[src/rtl/decode_stage_if.sv]
// Decode stage handshake/bus bundle: upstream instruction feed plus registered decode outputs.
interface decode_stage_if #(
  parameter int XLEN    = 32,
  parameter int ALUOP_W = 5
);
  logic               in_valid_i;
  logic               in_ready_o;
  logic [31:0]        inst_i;
  logic [XLEN-1:0]    pc_i;
  logic               out_valid_o;
  logic               out_ready_i;
  logic [4:0]         rs1_o, rs2_o, rd_o;
  logic [XLEN-1:0]    imm_o, pc_o;
  logic [ALUOP_W-1:0] aluop_o;
  logic [2:0]         brfunct_o;
  logic               alusrc_o, pc_src_o, lui_o, jal_o, jalr_o, branch_o;
  logic               mem_to_reg_o, mem_wen_o, mem_ren_o, reg_wen_o, illegal_o;

  modport slave (
    input  in_valid_i, inst_i, pc_i, out_ready_i,
    output in_ready_o, out_valid_o, rs1_o, rs2_o, rd_o, imm_o, pc_o, aluop_o, brfunct_o,
           alusrc_o, pc_src_o, lui_o, jal_o, jalr_o, branch_o,
           mem_to_reg_o, mem_wen_o, mem_ren_o, reg_wen_o, illegal_o
  );

  modport master (
    output in_valid_i, inst_i, pc_i, out_ready_i,
    input  in_ready_o, out_valid_o, rs1_o, rs2_o, rd_o, imm_o, pc_o, aluop_o, brfunct_o,
           alusrc_o, pc_src_o, lui_o, jal_o, jalr_o, branch_o,
           mem_to_reg_o, mem_wen_o, mem_ren_o, reg_wen_o, illegal_o
  );
endinterface

[src/rtl/decode_stage.sv]
// RV32I decode stage with output register + one skid entry (EMPTY/FULL/SKID).
// Optional M-extension decode enabled by macro DECODE_STAGE_MULDIV_EN.
module decode_stage #(
  parameter int XLEN    = 32,
  parameter int ALUOP_W = 5
) (
  input  logic          clk,
  input  logic          rst_n,
  input  logic          flush_i,
  decode_stage_if.slave bus
);

  if (XLEN != 32) begin : g_xlen_chk
    $error("decode_stage: XLEN must be 32");
  end

  typedef struct packed {
    logic [XLEN-1:0]    pc;
    logic [XLEN-1:0]    imm;
    logic [4:0]         rs1;
    logic [4:0]         rs2;
    logic [4:0]         rd;
    logic [ALUOP_W-1:0] aluop;
    logic [2:0]         brfunct;
    logic               alusrc;
    logic               pc_src;
    logic               lui;
    logic               jal;
    logic               jalr;
    logic               branch;
    logic               mem_to_reg;
    logic               mem_wen;
    logic               mem_ren;
    logic               reg_wen;
    logic               illegal;
  } dec_t;

  typedef enum logic [1:0] {S_EMPTY, S_FULL, S_SKID} state_t;

  localparam logic [6:0] OPC_OP     = 7'b0110011;
  localparam logic [6:0] OPC_OPIMM  = 7'b0010011;
  localparam logic [6:0] OPC_LOAD   = 7'b0000011;
  localparam logic [6:0] OPC_STORE  = 7'b0100011;
  localparam logic [6:0] OPC_BRANCH = 7'b1100011;
  localparam logic [6:0] OPC_JAL    = 7'b1101111;
  localparam logic [6:0] OPC_JALR   = 7'b1100111;
  localparam logic [6:0] OPC_LUI    = 7'b0110111;
  localparam logic [6:0] OPC_AUIPC  = 7'b0010111;

  localparam logic [ALUOP_W-1:0] A_ADD  = ALUOP_W'(0);
  localparam logic [ALUOP_W-1:0] A_SUB  = ALUOP_W'(1);
  localparam logic [ALUOP_W-1:0] A_AND  = ALUOP_W'(2);
  localparam logic [ALUOP_W-1:0] A_OR   = ALUOP_W'(3);
  localparam logic [ALUOP_W-1:0] A_XOR  = ALUOP_W'(4);
  localparam logic [ALUOP_W-1:0] A_SRA  = ALUOP_W'(5);
  localparam logic [ALUOP_W-1:0] A_SRL  = ALUOP_W'(6);
  localparam logic [ALUOP_W-1:0] A_SLL  = ALUOP_W'(7);
  localparam logic [ALUOP_W-1:0] A_SLT  = ALUOP_W'(8);
  localparam logic [ALUOP_W-1:0] A_SLTU = ALUOP_W'(10);
`ifdef DECODE_STAGE_MULDIV_EN
  localparam logic [ALUOP_W-1:0] A_MUL  = ALUOP_W'(11);
`endif

  function automatic logic [XLEN-1:0] sx(input logic [31:0] v);
    sx = {{(XLEN-31){v[31]}}, v[30:0]};
  endfunction

  logic [31:0] inst;
  logic [6:0]  opcode, funct7;
  logic [2:0]  funct3;
  logic [31:0] imm_i, imm_s, imm_sb, imm_u, imm_uj;
  dec_t        dec;

  assign inst   = bus.inst_i;
  assign opcode = inst[6:0];
  assign funct3 = inst[14:12];
  assign funct7 = inst[31:25];
  assign imm_i  = {{20{inst[31]}}, inst[31:20]};
  assign imm_s  = {{20{inst[31]}}, inst[31:25], inst[11:7]};
  assign imm_sb = {{19{inst[31]}}, inst[31], inst[7], inst[30:25], inst[11:8], 1'b0};
  assign imm_u  = {inst[31:12], 12'b0};
  assign imm_uj = {{11{inst[31]}}, inst[31], inst[19:12], inst[20], inst[30:21], 1'b0};

  always_comb begin
    dec       = '0;
    dec.pc    = bus.pc_i;
    dec.rs1   = inst[19:15];
    dec.rs2   = inst[24:20];
    dec.rd    = inst[11:7];
    dec.aluop = A_ADD;
    case (opcode)
      OPC_OP: begin
        dec.reg_wen = 1'b1;
        case (funct7)
          7'b0000000:
            case (funct3)
              3'b000:  dec.aluop = A_ADD;
              3'b001:  dec.aluop = A_SLL;
              3'b010:  dec.aluop = A_SLT;
              3'b011:  dec.aluop = A_SLTU;
              3'b100:  dec.aluop = A_XOR;
              3'b101:  dec.aluop = A_SRL;
              3'b110:  dec.aluop = A_OR;
              default: dec.aluop = A_AND;
            endcase
          7'b0100000:
            case (funct3)
              3'b000:  dec.aluop = A_SUB;
              3'b101:  dec.aluop = A_SRA;
              default: dec.illegal = 1'b1;
            endcase
`ifdef DECODE_STAGE_MULDIV_EN
          7'b0000001: dec.aluop = A_MUL + ALUOP_W'(funct3);
`else
          7'b0000001: dec.illegal = 1'b1;
`endif
          default: dec.illegal = 1'b1;
        endcase
      end
      OPC_OPIMM: begin
        dec.imm     = sx(imm_i);
        dec.alusrc  = 1'b1;
        dec.reg_wen = 1'b1;
        case (funct3)
          3'b000:  dec.aluop = A_ADD;
          3'b001: begin
            dec.aluop = A_SLL;
            if (funct7 != 7'b0000000) dec.illegal = 1'b1;
          end
          3'b010:  dec.aluop = A_SLT;
          3'b011:  dec.aluop = A_SLTU;
          3'b100:  dec.aluop = A_XOR;
          3'b101: begin
            if (funct7 == 7'b0000000)      dec.aluop = A_SRL;
            else if (funct7 == 7'b0100000) dec.aluop = A_SRA;
            else                           dec.illegal = 1'b1;
          end
          3'b110:  dec.aluop = A_OR;
          default: dec.aluop = A_AND;
        endcase
      end
      OPC_LOAD: begin
        dec.imm        = sx(imm_i);
        dec.alusrc     = 1'b1;
        dec.mem_ren    = 1'b1;
        dec.mem_to_reg = 1'b1;
        dec.reg_wen    = 1'b1;
      end
      OPC_STORE: begin
        dec.imm     = sx(imm_s);
        dec.alusrc  = 1'b1;
        dec.mem_wen = 1'b1;
      end
      OPC_BRANCH: begin
        dec.imm     = sx(imm_sb);
        dec.aluop   = A_SUB;
        dec.branch  = 1'b1;
        dec.brfunct = funct3;
        // funct3 010/011 are unassigned branch encodings
        if (funct3[2:1] == 2'b01) dec.illegal = 1'b1;
      end
      OPC_JAL: begin
        dec.imm     = sx(imm_uj);
        dec.jal     = 1'b1;
        dec.reg_wen = 1'b1;
      end
      OPC_JALR: begin
        dec.imm     = sx(imm_i);
        dec.alusrc  = 1'b1;
        dec.jalr    = 1'b1;
        dec.reg_wen = 1'b1;
      end
      OPC_LUI: begin
        dec.imm     = sx(imm_u);
        dec.alusrc  = 1'b1;
        dec.lui     = 1'b1;
        dec.reg_wen = 1'b1;
      end
      OPC_AUIPC: begin
        dec.imm     = sx(imm_u);
        dec.alusrc  = 1'b1;
        dec.pc_src  = 1'b1;
        dec.reg_wen = 1'b1;
      end
      default: dec.illegal = 1'b1;
    endcase
    // illegal instructions must not cause any architectural side effect
    if (dec.illegal) begin
      dec.reg_wen = 1'b0;
      dec.mem_wen = 1'b0;
      dec.mem_ren = 1'b0;
      dec.branch  = 1'b0;
      dec.jal     = 1'b0;
      dec.jalr    = 1'b0;
    end
    if (dec.rd == 5'd0) dec.reg_wen = 1'b0;
  end

  state_t state_q, state_d;
  dec_t   oreg, skid;
  logic   accept, drain;
  logic   ld_oreg_in, ld_oreg_skid, ld_skid;

  // handshake qualifiers depend only on registered state
  assign accept = bus.in_valid_i  && (state_q != S_SKID);
  assign drain  = bus.out_ready_i && (state_q != S_EMPTY);

  always_ff @(posedge clk) begin
    if (!rst_n) state_q <= S_EMPTY;
    else        state_q <= state_d;
  end

  always_comb begin
    state_d = state_q;
    if (flush_i) state_d = S_EMPTY;
    else
      case (state_q)
        S_EMPTY: if (accept) state_d = S_FULL;
        S_FULL: begin
          if (accept && !drain)      state_d = S_SKID;
          else if (!accept && drain) state_d = S_EMPTY;
        end
        S_SKID:  if (drain) state_d = S_FULL;
        default: state_d = S_EMPTY;
      endcase
  end

  always_comb begin
    bus.in_ready_o  = (state_q != S_SKID);
    bus.out_valid_o = (state_q != S_EMPTY);
    ld_oreg_in      = 1'b0;
    ld_oreg_skid    = 1'b0;
    ld_skid         = 1'b0;
    if (!flush_i)
      case (state_q)
        S_EMPTY: ld_oreg_in = accept;
        S_FULL: begin
          ld_oreg_in = accept && drain;
          ld_skid    = accept && !drain;
        end
        S_SKID:  ld_oreg_skid = drain;
        default: ;
      endcase
  end

  always_ff @(posedge clk) begin
    if (!rst_n) begin
      oreg <= '0;
      skid <= '0;
    end else begin
      if (ld_oreg_in)        oreg <= dec;
      else if (ld_oreg_skid) oreg <= skid;
      if (ld_skid)           skid <= dec;
    end
  end

  assign bus.pc_o         = oreg.pc;
  assign bus.imm_o        = oreg.imm;
  assign bus.rs1_o        = oreg.rs1;
  assign bus.rs2_o        = oreg.rs2;
  assign bus.rd_o         = oreg.rd;
  assign bus.aluop_o      = oreg.aluop;
  assign bus.brfunct_o    = oreg.brfunct;
  assign bus.alusrc_o     = oreg.alusrc;
  assign bus.pc_src_o     = oreg.pc_src;
  assign bus.lui_o        = oreg.lui;
  assign bus.jal_o        = oreg.jal;
  assign bus.jalr_o       = oreg.jalr;
  assign bus.branch_o     = oreg.branch;
  assign bus.mem_to_reg_o = oreg.mem_to_reg;
  assign bus.mem_wen_o    = oreg.mem_wen;
  assign bus.mem_ren_o    = oreg.mem_ren;
  assign bus.reg_wen_o    = oreg.reg_wen;
  assign bus.illegal_o    = oreg.illegal;

endmodule

[src/flat_wrapper.sv]
// flat-port wrapper written by rule: the top's interface ports become plain ports
module decode_stage_flat 
#(
  parameter int XLEN    = 32,
  parameter int ALUOP_W = 5
)
  (clk, rst_n, flush_i, bus_in_valid_i, bus_inst_i, bus_pc_i, bus_out_ready_i, bus_in_ready_o, bus_out_valid_o, bus_rs1_o, bus_rs2_o, bus_rd_o, bus_imm_o, bus_pc_o, bus_aluop_o, bus_brfunct_o, bus_alusrc_o, bus_pc_src_o, bus_lui_o, bus_jal_o, bus_jalr_o, bus_branch_o, bus_mem_to_reg_o, bus_mem_wen_o, bus_mem_ren_o, bus_reg_wen_o, bus_illegal_o);
  decode_stage_if #(.XLEN(XLEN), .ALUOP_W(ALUOP_W)) bus_i ();
  input  logic clk;
  input  logic rst_n;
  input  logic flush_i;
  input wire logic [$bits(bus_i.in_valid_i)-1:0] bus_in_valid_i;
  input wire logic [$bits(bus_i.inst_i)-1:0] bus_inst_i;
  input wire logic [$bits(bus_i.pc_i)-1:0] bus_pc_i;
  input wire logic [$bits(bus_i.out_ready_i)-1:0] bus_out_ready_i;
  output wire logic [$bits(bus_i.in_ready_o)-1:0] bus_in_ready_o;
  output wire logic [$bits(bus_i.out_valid_o)-1:0] bus_out_valid_o;
  output wire logic [$bits(bus_i.rs1_o)-1:0] bus_rs1_o;
  output wire logic [$bits(bus_i.rs2_o)-1:0] bus_rs2_o;
  output wire logic [$bits(bus_i.rd_o)-1:0] bus_rd_o;
  output wire logic [$bits(bus_i.imm_o)-1:0] bus_imm_o;
  output wire logic [$bits(bus_i.pc_o)-1:0] bus_pc_o;
  output wire logic [$bits(bus_i.aluop_o)-1:0] bus_aluop_o;
  output wire logic [$bits(bus_i.brfunct_o)-1:0] bus_brfunct_o;
  output wire logic [$bits(bus_i.alusrc_o)-1:0] bus_alusrc_o;
  output wire logic [$bits(bus_i.pc_src_o)-1:0] bus_pc_src_o;
  output wire logic [$bits(bus_i.lui_o)-1:0] bus_lui_o;
  output wire logic [$bits(bus_i.jal_o)-1:0] bus_jal_o;
  output wire logic [$bits(bus_i.jalr_o)-1:0] bus_jalr_o;
  output wire logic [$bits(bus_i.branch_o)-1:0] bus_branch_o;
  output wire logic [$bits(bus_i.mem_to_reg_o)-1:0] bus_mem_to_reg_o;
  output wire logic [$bits(bus_i.mem_wen_o)-1:0] bus_mem_wen_o;
  output wire logic [$bits(bus_i.mem_ren_o)-1:0] bus_mem_ren_o;
  output wire logic [$bits(bus_i.reg_wen_o)-1:0] bus_reg_wen_o;
  output wire logic [$bits(bus_i.illegal_o)-1:0] bus_illegal_o;
  assign bus_i.in_valid_i = bus_in_valid_i;
  assign bus_i.inst_i = bus_inst_i;
  assign bus_i.pc_i = bus_pc_i;
  assign bus_i.out_ready_i = bus_out_ready_i;
  assign bus_in_ready_o = bus_i.in_ready_o;
  assign bus_out_valid_o = bus_i.out_valid_o;
  assign bus_rs1_o = bus_i.rs1_o;
  assign bus_rs2_o = bus_i.rs2_o;
  assign bus_rd_o = bus_i.rd_o;
  assign bus_imm_o = bus_i.imm_o;
  assign bus_pc_o = bus_i.pc_o;
  assign bus_aluop_o = bus_i.aluop_o;
  assign bus_brfunct_o = bus_i.brfunct_o;
  assign bus_alusrc_o = bus_i.alusrc_o;
  assign bus_pc_src_o = bus_i.pc_src_o;
  assign bus_lui_o = bus_i.lui_o;
  assign bus_jal_o = bus_i.jal_o;
  assign bus_jalr_o = bus_i.jalr_o;
  assign bus_branch_o = bus_i.branch_o;
  assign bus_mem_to_reg_o = bus_i.mem_to_reg_o;
  assign bus_mem_wen_o = bus_i.mem_wen_o;
  assign bus_mem_ren_o = bus_i.mem_ren_o;
  assign bus_reg_wen_o = bus_i.reg_wen_o;
  assign bus_illegal_o = bus_i.illegal_o;
  decode_stage #(.XLEN(XLEN), .ALUOP_W(ALUOP_W)) u_core (.clk(clk), .rst_n(rst_n), .flush_i(flush_i), .bus(bus_i));
endmodule
[config.mk]
export PLATFORM = sky130hd
export DESIGN_NAME = decode_stage_flat
export DESIGN_NICKNAME = d
export VERILOG_FILES = /design/src/rtl/decode_stage_if.sv /design/src/rtl/decode_stage.sv /design/src/flat_wrapper.sv
export SDC_FILE = /design/constraint.sdc
export NUM_CORES = 1
export LEC_CHECK = 0
export BUFFER_PORTS_ARGS = -buffer_cell sky130_fd_sc_hd__buf_2
export CAP_MARGIN = 25
export CORE_MARGIN = 1
export CORE_UTILIZATION = 30
export CTS_BUF_LIST = sky130_fd_sc_hd__clkbuf_4 sky130_fd_sc_hd__clkbuf_8
export DETAILED_ROUTE_END_ITERATION = 6
export GPL_ROUTABILITY_DRIVEN = 0
export MAX_ROUTING_LAYER = met4
export PLACE_DENSITY_LB_ADDON = 0.3
export SYNTH_ARGS = -nofsm -noshare
export SYNTH_HDL_FRONTEND = slang
export SYNTH_SLANG_ARGS = --single-unit
[constraint.sdc]
create_clock -name clk -period 2 [get_ports clk]
set_input_delay 0 -clock clk [delete_from_list [all_inputs] [get_ports clk]]
set_output_delay 0 -clock clk [all_outputs]
set_load 0.005 [all_outputs]
Yosys cells after proc, flatten, opt, wreduce, memory -nomap -nowiden
Cells that the tools add are included.
{"block": "op_classes", "eq_ne": 23, "mux": 42, "bitwise": 1, "reduce_logical": 22}
{"cell": "98-bit two-way mux", "count": 2}
{"cell": "32-bit one-hot mux with 5 select lines", "count": 1}
{"cell": "5-bit one-hot mux with 7 select lines", "count": 1}
{"cell": "7-bit by 6-bit == test with 1-bit output (second input constant)", "count": 4}
{"cell": "4-bit one-hot mux with 7 select lines", "count": 1}
{"cell": "7-bit == test (second input constant)", "count": 3}
{"cell": "1-bit two-way mux", "count": 20}
{"cell": "3-bit two-way mux", "count": 5}
{"cell": "5-bit one-hot mux with 3 select lines", "count": 1}
{"cell": "7-bit by 5-bit == test with 1-bit output (second input constant)", "count": 2}
{"cell": "6-bit OR reduction", "count": 2}
{"cell": "5-bit one-hot mux with 2 select lines", "count": 1}
{"cell": "3-bit == test (second input constant)", "count": 3}
{"cell": "2-bit two-way mux", "count": 4}
{"cell": "7-bit by 2-bit == test with 1-bit output (second input constant)", "count": 1}
{"cell": "7-bit logical NOT", "count": 1}
{"cell": "7-bit nonzero test", "count": 1}
{"cell": "7-bit OR reduction", "count": 1}
{"cell": "3-bit by 2-bit == test with 1-bit output (second input constant)", "count": 2}
{"cell": "1-bit one-hot mux with 2 select lines", "count": 3}
{"cell": "2-bit one-hot mux with 3 select lines", "count": 1}
{"cell": "3-bit one-hot mux with 2 select lines", "count": 1}
{"cell": "2-bit OR reduction", "count": 3}
{"cell": "1-bit logical AND", "count": 5}
{"cell": "15 further kinds", "count": 19}
{"block": "totals", "ff_bits": 198, "in_bits": 69, "out_inout_bits": 100, "elab_cells": 125}

Logic depth before layout (Yosys ltp)
{"block": "logic_depth", "word_depth": 8, "ltp_mapped": 7, "depth_no_buf": 5}

Least setup slack after synthesis
OpenSTA, ideal clock, no wires.
{"block": "synth_timing", "kind": "register -> register", "startpoint": "register u_core.state_q[1]", "endpoint": "register u_core.oreg (netlist bit u_core.bus.illegal_o)", "setup_ns": 0.115, "arrival_time_ns": 1.355, "t_required_ns": 1.885, "setup_slack_ns": 0.530, "path_stages_with_launch": 6, "path_buffers": 2, "period_less_slack_ns": 1.470, "cell_sequence": "dfxtp_1 > nor3b_1 > nand2_1 > buf_2 > buf_1 > o21a_1"}
{"block": "synth_between", "elab_chain_len": 6, "word_cells_on_any_way": 14, "classes_between": "eq/ne (3); mux (5); reduce/logical (6)"}
{"item": "start: declaration", "line_no": "decode_stage.sv:199", "text": "state_t state_q, state_d;"}
{"item": "start signal: assignment", "line_no": "decode_stage.sv:210", "text": "else state_q <= state_d;"}
{"item": "2-bit != test or 2-bit nonzero test (tied branches)", "line_no": "decode_stage.sv:205, decode_stage.sv:206"}
{"item": "1-bit logical AND (on tied branches)", "line_no": "decode_stage.sv:205, decode_stage.sv:206"}
{"item": "1-bit logical AND", "line_no": "decode_stage.sv:238", "text": "ld_oreg_in = accept && drain;"}
{"item": "1-bit one-hot mux with 2 select lines", "line_no": "decode_stage.sv:235", "text": "case (state_q)"}
{"item": "1-bit two-way mux", "line_no": "decode_stage.sv:234", "text": "if (!flush_i)"}
{"item": "98-bit two-way mux or 2-bit nonzero test (tied branches)"}
{"item": "end signal: assignment", "line_no": "decode_stage.sv:252", "text": "else if (ld_oreg_skid) oreg <= skid;"}
{"item": "end: declaration", "line_no": "decode_stage.sv:200", "text": "dec_t oreg, skid;"}
Parallel ways exist; a longest one is shown, timed or not.
A chain may end at the register's enable or synchronous reset.

Final worst setup path
{"block": "layout_timing", "startpoint": "register u_core.state_q[1]", "endpoint": "register u_core.state_q[1]"}
{"block": "layout_between", "elab_chain_len": 6, "word_cells_on_any_way": 17, "classes_between": "eq/ne (6); mux (2); reduce/logical (9)"}
{"item": "2-bit != test or 2-bit nonzero test (tied branches)", "line_no": "decode_stage.sv:205, decode_stage.sv:206"}
{"item": "1-bit logical AND (on tied branches)", "line_no": "decode_stage.sv:205, decode_stage.sv:206"}
{"item": "1-bit logical NOT (on tied branches)", "line_no": "decode_stage.sv:221, decode_stage.sv:220"}
{"item": "1-bit logical AND (on tied branches)", "line_no": "decode_stage.sv:221, decode_stage.sv:220"}
{"item": "3-bit by 1-bit != test with 1-bit output (no source line) or 2-bit two-way mux (tied branches)"}
{"item": "3-bit AND reduction (no source line) or 2-bit one-hot mux with 3 select lines (tied branches)"}
Parallel ways exist; a longest one is shown, timed or not.

==> metrics.yaml <==
clock_network:
  clock-sinks: 196
  clk_latency_ns: 0.47
  clock_path_buffers: 2
  cts_tree: "built"
  root_buffer: "clkbuf_8"
  h-tree-depth: 4
  postCtsSetupBuffers: 0
  cts_resized: 0
  clk_pin_slew_ns: 0.10
  numCtsBuffers: 17
global_route:
  grt_pass1_vias: 7518
  grt_usage_pct: 18.9
  grt_overflow: 0
  grt_pass1_wl_mm: 40.9
  grt_max_degree: 67
  grt_antenna_before_repair: 0
min_path:
  hp-class: "input pin to register"
  holdPathStages: 4
  hp-start: "bus_in_valid_i"
  hold_path_end: "u_core.state_q[0]$_SDFFE_PP0P_"
worst_setup_path:
  critPathCaptureType: "register"
  r2r_cells: 5
  crit_slowest_cell: "dlygate4sd3_1"
  crit_chain: "buf_4 -> nor2b_1 -> nand2_1 -> a2111oi_0 -> dlygate4sd3_1"
  crit_arrival_ns: 2.20
  path_max_fanout: 6
  cp-start-kind: "register"
  r2r_slack_ns: 0.20
  slowest_delay_ns: 0.60
  crit_type: "register to register"
  r2r-start: "u_core.state_q[1]$_SDFFE_PP0P_"
  worstPathRequired_ns: 2.41
  r2r_end: "u_core.state_q[1]$_SDFFE_PP0P_"
sta:
  slew_violations: 0
  fin_tns_setup_ns: 0
  timing.fmax_ghz: 0.556
  finalHoldViolCount: 0
  period_minus_slack_ns: 1.80
  fin_skew_ns: 0.0173
  rsz0062_at_grt: "no"
  period_share_pct: 90.0
  finalSetupViolCount: 0
synth:
  ys_top_cells_by_count: "260 x nand2_1, 196 x dfxtp_1, 157 x a21oi_1, 47 x clkbuf_1, 46 x a22oi_1"
  yosysMostFrequentCell: "nand2_1"
  yosysSeqAreaShare_pct: 47.9
  synth.top_cell.area_share_pct: 47.9
  syn-mean-instance-area_um2: 8.28
  synth.area.top_cells: "dfxtp_1 48%, nand2_1 12%, a21oi_1 9.6%"
  ys_ff_latch: 196
  synth_top_area_cell: "dfxtp_1"
  synth_area_um2: 8180
  ys.warnings.count: 0
  synthXorXnorAreaFrac_pct: 0.107
  synth_cells: 988
  ys.flop_type: "dfxtp_1"
  synth-compound-area-share_pct: 24.8
  synth_cell_types: 69
  syn_nets: 1057
  synth_edf_count: 0
  synth_top_family_by_area: "compound AO/OA/AOI/OAI gates"
  synth-adder-area-share_pct: 0
  async_flop_share_pct: 0
  synth.area.mux_share_pct: 2.71
  synthSimpleGateAreaFrac_pct: 19.6
pwr:
  ir_drop_v: 0.000350
  p_leak_nw: 4.17
  powerDensity_nw_per_um2: 724
detailed_routing:
  drt_first_pass_iters: 5
  viasPerCell: 5.11
  wl_per_cell_um: 16.6
  vias: 7868
  drc_errors: 0
  ant_nets: 0
  wl_mm: 25.6
  initialDrtViolationCount: 709
placement:
  dpl-instance-area_um2: 9480
  numPortBuffers: 167
  place_inst: 1444
  dp_hpwl_mm: 16.7
run:
  maxCapViolations: 0
floorplan:
  dieArea_um2: 27900
  std_cell_rows: 60
  initial_core_util_pct: 30.5
  core-area_um2: 26900
  die_w_um: 167
  io_pins: 169
  die_h_um: 167
cells_and_area:
  nets: 1255
  layout-area-overhead-vs-synth_pct: 28.7
  nFillCells: 2764
  final_cells: 1540
  fin_util_pct: 39.2
  antennaDiodeCount: 0
  finalInstanceArea_um2: 10500
  drive_above_1_share_pct: 21.8
status:
  outcome: "finished clean"
## cell usage in the layout, fill, tap and decap left out, types with 3 or more instances in the layout
master and n:
nand2_1 258, dfxtp_1 196, buf_2 167, a21oi_1 157, dlygate4sd3_1 64, a22oi_1 46
o21ai_0 33, nor2_1 31, buf_4 25, mux2i_1 21, a221oi_1 20, clkbuf_8 19
a311oi_1 17, nand3_1 16, buf_12 9, a31oi_1 7, nand2b_1 6, o21a_1 6
nor3_1 6, a22o_1 4, o211a_1 4, nand4_1 4, inv_6 4, clkinv_4 4
nor2b_1 3, inv_1 3, or4_1 3
## report_power, final
group          switching, W  total, W  internal [W]
Combinational      0.000486  0.000881      0.000395
Clock               0.00153   0.00265       0.00112
Sequential        0.0000702   0.00409       0.00402
Total               0.00209   0.00763       0.00554
## cell type report
cell class              instances  area [um2]  area share (%)
clock buffers                  20         269            2.55
clock inverters                12         139            1.32
well taps                     341         427            4.05
repair buffers                265        1840            17.5
inverters                       4        17.5           0.166
flip-flops and latches        196        3920            37.3
multi-input cells             702        3910            37.1
## per-stage QoR
| step | hold WS (ns) | setup WS, ns | power [W] |
|---|---|---|---|
| detailed placement | 0.261 | 0.241 | 0.00497 |
| global placement | 0.254 | 0.298 | 0.00496 |
| global route | 0.0154 | 0.0119 | 0.00798 |
| finish | 0.0416 | 0.201 | 0.00763 |
| CTS | 0.00756 | 0.207 | 0.00772 |
| floorplan | 0.0769 | 0.530 | 0.00458 |
## sequential cells by signal, summed over array words and instances (netlist names), 3 cells and up
| name | count |
|---|---|
| u_core.bus.rs1_o | 5 |
| u_core.skid | 97 |
| u_core.bus.rs2_o | 5 |
| u_core.bus.rd_o | 5 |
| u_core.bus.brfunct_o | 3 |
| u_core.bus.pc_o | 32 |
| u_core.bus.imm_o | 32 |
| u_core.bus.aluop_o | 4 |
## cells by family (layout without fill, tap and decap cells)
family / Yosys count / after routing
and+or+nand+nor: 358 / 358
other: 1 / 1
xor gates and xnor gates: 1 / 1
AOI/OAI and AO/OA: 320 / 320
muxes: 22 / 22
DFF: 196 / 196
buffers and inverters: 90 / 301
## layer usage
| metal | GRT usage (%) | wire, um | up-vias |
|---|---|---|---|
| met3 | 3.83 | 1350 | 27 |
| li1 | - | - | 3888 |
| met1 | 25.2 | 12200 | 3747 |
| met2 | 29.1 | 11700 | 206 |
| met5 | - | 0 | - |
| met4 | 4.87 | 374 | 0 |
## worst max-delay path: cells and delay by family, from the launching register on
family | cells | cell delay, ns
compound gates | 1 | 0.41
buf+inv | 2 | 0.77
flops | 1 | 0.37
simple gates | 2 | 0.21
## timing repair
item	in CTS	in global routing
endpoints found under the hold margin	169	0
hold buffers	64	0
setup endpoints to repair	0	0
## worst max-delay path by stage
| stage | startpoint | cells after the start | slack (ns) | to |
|---|---|---|---|---|
| after floorplan | u_core.state_q[1]$_SDFFE_PP0P_ | 5 | 0.53 | u_core.bus.illegal_o$_SDFFE_PN0P_ |
| after CTS | u_core.state_q[1]$_SDFFE_PP0P_ | 5 | 0.21 | u_core.bus.imm_o[10]$_SDFFE_PN0P_ |
| after global placement | u_core.state_q[1]$_SDFFE_PP0P_ | 5 | 0.30 | u_core.bus.imm_o[7]$_SDFFE_PN0P_ |
| after detailed placement | u_core.state_q[1]$_SDFFE_PP0P_ | 4 | 0.24 | u_core.bus.imm_o[27]$_SDFFE_PN0P_ |
| final | u_core.state_q[1]$_SDFFE_PP0P_ | 5 | 0.20 | u_core.state_q[1]$_SDFFE_PP0P_ |
| after global routing | u_core.state_q[1]$_SDFFE_PP0P_ | 4 | 0.01 | u_core.bus.imm_o[27]$_SDFFE_PN0P_ |
Power figures use the tool's default switching activity.
